File: config.mk
export PLATFORM = sky130hd
export DESIGN_NAME = plcounter_wrap_monitor
export DESIGN_NICKNAME = d
export VERILOG_FILES = /design/src/rtl/plcounter_wrap_monitor.sv
export SDC_FILE = /design/constraint.sdc
export NUM_CORES = 1
export LEC_CHECK = 0
export ABC_AREA = 0
export CELL_PAD_IN_SITES_DETAIL_PLACEMENT = 0
export CELL_PAD_IN_SITES_GLOBAL_PLACEMENT = 1
export CORE_MARGIN = 2
export CORE_UTILIZATION = 41
export DETAILED_ROUTE_END_ITERATION = 16
export HOLD_SLACK_MARGIN = 0.15
export PLACE_DENSITY = 0.83
export SYNTH_ARGS = -nofsm -noshare
export SYNTH_HDL_FRONTEND = slang
export SYNTH_SLANG_ARGS = --single-unit
File: constraint.sdc
create_clock -name clk -period 8.4 [get_ports clk]
set_input_delay 2.1 -clock clk [delete_from_list [all_inputs] [get_ports clk]]
set_output_delay 2.1 -clock clk [all_outputs]
set_load 0.01 [all_outputs]
File: src/rtl/plcounter_wrap_monitor.sv
// plcounter_wrap_monitor
//   Watches the output of a parallel-load up/down counter, detects wrap-around,
//   extends the count with a wrap counter and raises a sticky compare-match flag.
//   All outputs are registered: the value sampled at an edge is visible right after it.
//   Optional build macro: PLCNT_MON_DELTA_CHK_EN enables the sticky step/delta error
//   check on err. When the macro is absent, err is tied to 0.
module plcounter_wrap_monitor #(
  parameter int WIDTH     = 8,
  parameter int EXT_WIDTH = 8
) (
  input  logic                       clk,
  input  logic                       rst,
  input  logic                       updown,
  input  logic [WIDTH-1:0]           cnt,
  input  logic                       cnt_load,
  input  logic [WIDTH+EXT_WIDTH-1:0] cmp_val,
  input  logic                       cmp_we,
  input  logic                       match_clr,
  output logic [WIDTH+EXT_WIDTH-1:0] ext_cnt,
  output logic                       wrap_up,
  output logic                       wrap_dn,
  output logic                       match,
  output logic                       ovf,
  output logic                       err
);

  localparam logic [WIDTH-1:0]     CNT_ONES = '1;
  localparam logic [EXT_WIDTH-1:0] EXT_ONES = '1;
  localparam logic [EXT_WIDTH-1:0] EXT_ONE  = EXT_WIDTH'(1);

  logic [WIDTH-1:0]           cnt_q;
  logic                       prev_vld_q;
  logic [EXT_WIDTH-1:0]       wrap_cnt_q, wrap_cnt_d;
  logic [WIDTH+EXT_WIDTH-1:0] ext_cnt_q, ext_cnt_d;
  logic [WIDTH+EXT_WIDTH-1:0] cmp_q;
  logic                       wrap_up_q, wrap_dn_q;
  logic                       match_q, match_d;
  logic                       ovf_q, ovf_d;
  logic                       up_wrap, dn_wrap;

  // Wrap detection, wrap counter, extended count and sticky flag next-state logic.
  always_comb begin
    up_wrap    = 1'b0;
    dn_wrap    = 1'b0;
    wrap_cnt_d = wrap_cnt_q;
    ovf_d      = ovf_q;
    match_d    = match_q;

    // A wrap is only meaningful against a valid previous sample and no load.
    if (prev_vld_q && !cnt_load) begin
      up_wrap = updown && (cnt_q == CNT_ONES) && (cnt == '0);
      dn_wrap = !updown && (cnt_q == '0) && (cnt == CNT_ONES);
    end

    if (cnt_load) begin
      // Load is a discontinuity: restart the extension and drop overflow history.
      wrap_cnt_d = '0;
      ovf_d      = 1'b0;
    end else if (up_wrap) begin
      wrap_cnt_d = wrap_cnt_q + EXT_ONE;
      if (wrap_cnt_q == EXT_ONES) ovf_d = 1'b1;
    end else if (dn_wrap) begin
      wrap_cnt_d = wrap_cnt_q - EXT_ONE;
      if (wrap_cnt_q == '0) ovf_d = 1'b1;
    end

    ext_cnt_d = {wrap_cnt_d, cnt};

    // Compare uses the current compare register; a new match beats a clear.
    if (ext_cnt_d == cmp_q) begin
      match_d = 1'b1;
    end else if (match_clr) begin
      match_d = 1'b0;
    end
  end

  // Sample history, extended count, pulses and sticky flags.
  always_ff @(posedge clk or posedge rst) begin
    if (rst) begin
      cnt_q      <= '0;
      prev_vld_q <= 1'b0;
      wrap_cnt_q <= '0;
      ext_cnt_q  <= '0;
      wrap_up_q  <= 1'b0;
      wrap_dn_q  <= 1'b0;
      match_q    <= 1'b0;
      ovf_q      <= 1'b0;
    end else begin
      cnt_q      <= cnt;
      prev_vld_q <= 1'b1;
      wrap_cnt_q <= wrap_cnt_d;
      ext_cnt_q  <= ext_cnt_d;
      wrap_up_q  <= up_wrap;
      wrap_dn_q  <= dn_wrap;
      match_q    <= match_d;
      ovf_q      <= ovf_d;
    end
  end

  // Compare register; a write takes effect for the compare of the next cycle.
  always_ff @(posedge clk or posedge rst) begin
    if (rst) begin
      cmp_q <= '1;
    end else if (cmp_we) begin
      cmp_q <= cmp_val;
    end
  end

`ifdef PLCNT_MON_DELTA_CHK_EN
  logic [WIDTH-1:0] delta;
  logic             delta_ok;
  logic             err_q, err_d;

  // Legal steps are hold, or one step in the current direction (modulo 2^WIDTH).
  always_comb begin
    delta    = cnt - cnt_q;
    delta_ok = (delta == '0) || (updown ? (delta == WIDTH'(1)) : (delta == CNT_ONES));
    err_d    = err_q;
    if (cnt_load) begin
      err_d = 1'b0;
    end else if (prev_vld_q && !delta_ok) begin
      err_d = 1'b1;
    end
  end

  // Sticky delta error, cleared by reset or a counter load.
  always_ff @(posedge clk or posedge rst) begin
    if (rst) begin
      err_q <= 1'b0;
    end else begin
      err_q <= err_d;
    end
  end

  assign err = err_q;
`else
  assign err = 1'b0;
`endif

  assign ext_cnt = ext_cnt_q;
  assign wrap_up = wrap_up_q;
  assign wrap_dn = wrap_dn_q;
  assign match   = match_q;
  assign ovf     = ovf_q;

endmodule

==> impl_metrics.json <==
{
  "status": "complete, no violations",
  "cts_resized": 0,
  "min_period_ns": 4.89,
  "io_pins": 51,
  "clock_skew_ns": 0.00440,
  "hold_viol_final": 0,
  "gr-max-usage-layer": "met2",
  "drtIter0Drc": 115,
  "antenna_found_initial": 0,
  "tightest_slew_ns": 0.697,
  "hpwl_um": 3020,
  "register_area_um2": 946,
  "drive_above_1_share": 0.264,
  "mappedNetlistNets": 203,
  "fp.coreArea_um2": 4690,
  "peakVddDrop_mv": 0.115,
  "report.final.slew_viol_count": 0,
  "vias": 1449,
  "grt_overflow": 0,
  "met3_usage": 0.0466,
  "postCtsSetupBuffers": 0,
  "cts_tree": "yes",
  "ys_seq_area_frac": 0.478,
  "min_path_type": "reg -> reg",
  "grt_pass1_wl_um": 7170,
  "fin_crit_sh": 0.582,
  "final_cell_mix": "49 x clkdlybuf4s50_1, 21 x mux2_2, 21 x dfrtp_1, 16 x dfstp_2, 14 x xor2_1",
  "cp_data_required_time_ns": 8.60,
  "final_util": 0.560,
  "synthCells": 170,
  "ys_ff_latch": 37,
  "syn_area_um2": 1980,
  "nFillCells": 426,
  "power_mw": 0.428,
  "wl_per_cell_um": 14.7,
  "gr-usage-met2": 0.256,
  "finalSetupViolCount": 0,
  "cts_made_buffers": 5,
  "max-cap-violations": 0,
  "cts_root_buffer": "clkbuf_8",
  "muxShareOfSynthArea": 0.127,
  "drtAntennaViolNets": 0,
  "port_buffers": 49,
  "design_area_um2": 2630,
  "dieWidth_um": 73.5,
  "max_stage_delay_ns": 0.70,
  "die_h_um": 73.5,
  "vias_per_cell": 5.29,
  "initial_utilization": 0.422,
  "place_inst": 266,
  "rows": 25,
  "met1_usage": 0.249,
  "drt_first_pass_iters": 4,
  "p_per_area_nw_per_um2": 163,
  "relSlewSlack": 0.534,
  "holdWs_ns": 0.530,
  "wl_um": 4030,
  "synth_compound_area_frac": 0.0588,
  "dieArea_um2": 5400,
  "clock.fmax_mhz": 205,
  "globalRouteTotalUtil": 0.175,
  "synth_xor_area_frac": 0.0708,
  "postCtsHoldBufs": 0,
  "crit_slowest_cell": "clkdlybuf4s50_1",
  "crit_arrival_ns": 5.09,
  "rsz0062_at_grt": "no",
  "cts_max_level": 2,
  "synth_cell_types": 43,
  "cts_buffer_depth": 2,
  "n_antenna_cell": 0,
  "path_class": "in -> reg",
  "clkLatencyLatePin_ns": 0.29,
  "worstPathCellList": "clkdlybuf4s50_1 > or4bb_1 > nor2_4 > a32oi_2 > mux2_4 > xor2_1 > or4_1 > o32ai_2",
  "p_leak_nw": 1.05,
  "area_delta_synth_final_pct": 32.8,
  "path_buf_inv": 1,
  "avgSynthCellArea_um2": 11.6,
  "final_common_cell": "clkdlybuf4s50_1",
  "synth_simple_gate_area_frac": 0.199,
  "dp_slack_ns": 3.19,
  "clkSinkCount": 37,
  "clk_pin_slew_worst_paths_ns": 0.07,
  "drc": 0,
  "ys_warn_count": 0,
  "placed_cell_area_um2": 2490,
  "worst_slack_ns": 3.51,
  "synth_top_family_by_area": "simple AND/OR/NAND/NOR gates",
  "synth_fa_ha_area_frac": 0.0190,
  "critPathTopFamily": "simple AND/OR/NAND/NOR gates",
  "multiInputGateArea_um2": 947,
  "end_kind": "flip-flop",
  "start_kind": "input pin",
  "instances_no_fill": 274,
  "grt_max_degree": 38,
  "place.gp.congestion": 0.777,
  "fin_nets": 252,
  "crit_fanout": 18,
  "grt_pass1_vias": 1437,
  "final.setup.tns_ns": 0
}
## sequential cells by signal, indices dropped and copies added, names as in the netlist
signal,flops
wrap_up,1
ext_cnt,16
match,1
prev_vld_q,1
ovf,1
wrap_dn,1
cmp_q,16
## power by group
group | internal (mW) | total [mW] | switching (mW)
logic | 0.0287 | 0.0477 | 0.0190
clock network | 0.118 | 0.180 | 0.0617
registers | 0.194 | 0.201 | 0.00697
total | 0.341 | 0.428 | 0.0877
## final timing paths
path	from	end	slack, ns	cells after the start
max in group asynchronous	rst	cmp_q[2]	5.84	3
hold reg to reg	match	match	0.53	2
setup / recovery	cnt_load	match	3.51	8
min in group asynchronous	rst	ext_cnt[13]	2.21	3
hold / removal	match	match	0.53	2
setup reg to reg	ext_cnt[5]	match	5.53	7
## cell usage after synthesis, drive strengths merged
master | count | area share
a21oi | 2 | 0.0051
a22oi | 1 | 0.0038
a32oi | 6 | 0.030
a41oi | 1 | 0.0044
and2 | 2 | 0.0070
and2b | 1 | 0.0044
and3 | 1 | 0.0032
buf | 2 | 0.0095
clkbuf | 6 | 0.016
conb | 2 | 0.0038
dfrtp | 21 | 0.27
dfstp | 16 | 0.21
ha | 3 | 0.019
inv | 9 | 0.017
mux2 | 22 | 0.13
nand2 | 4 | 0.0076
nand2b | 1 | 0.0032
nand3 | 4 | 0.010
nand4 | 4 | 0.013
nand4bb | 3 | 0.017
nor2 | 14 | 0.030
nor2b | 3 | 0.0095
nor3 | 6 | 0.015
nor4 | 8 | 0.040
o21ai | 1 | 0.0025
o32ai | 1 | 0.0082
o41ai | 1 | 0.0044
or2b | 1 | 0.0044
or3 | 2 | 0.0070
or4 | 5 | 0.022
or4bb | 1 | 0.0057
xnor2 | 2 | 0.0089
xor2 | 14 | 0.062
## kinds of logic (layout without fill, tap and decap cells)
group,count (synthesis),in the layout
simple gates,60,60
flops,37,37
mux,22,22
buf+inv,17,67
xor+xnor,16,16
compound gates,13,13
fa+ha+maj,3,3
other cells,2,2
## area by class of cell
type,count,area share
timing repair buffer,50,0.190
clock buffer,5,0.0262
multi-input combinational,116,0.361
sequential,37,0.360
tap,54,0.0257
clock inverter,3,0.0248
inverter,9,0.0129
## worst reg2reg max path: cells and delay by family (launching register included)
| kind | cells | cell delay [ns] |
|---|---|---|
| compound gates | 2 | 0.42 |
| xor+xnor | 1 | 0.14 |
| flops | 1 | 0.39 |
| mux | 1 | 0.34 |
| simple gates | 3 | 1.50 |
## routing by layer
metal / part of all wire / routed length [um]
met1: 0.45 / 1830
met2: 0.48 / 1920
met3: 0.058 / 233
met4: 0.011 / 45
met5: 0 / 0
Note: power is estimated with default switching activity, not from simulation.
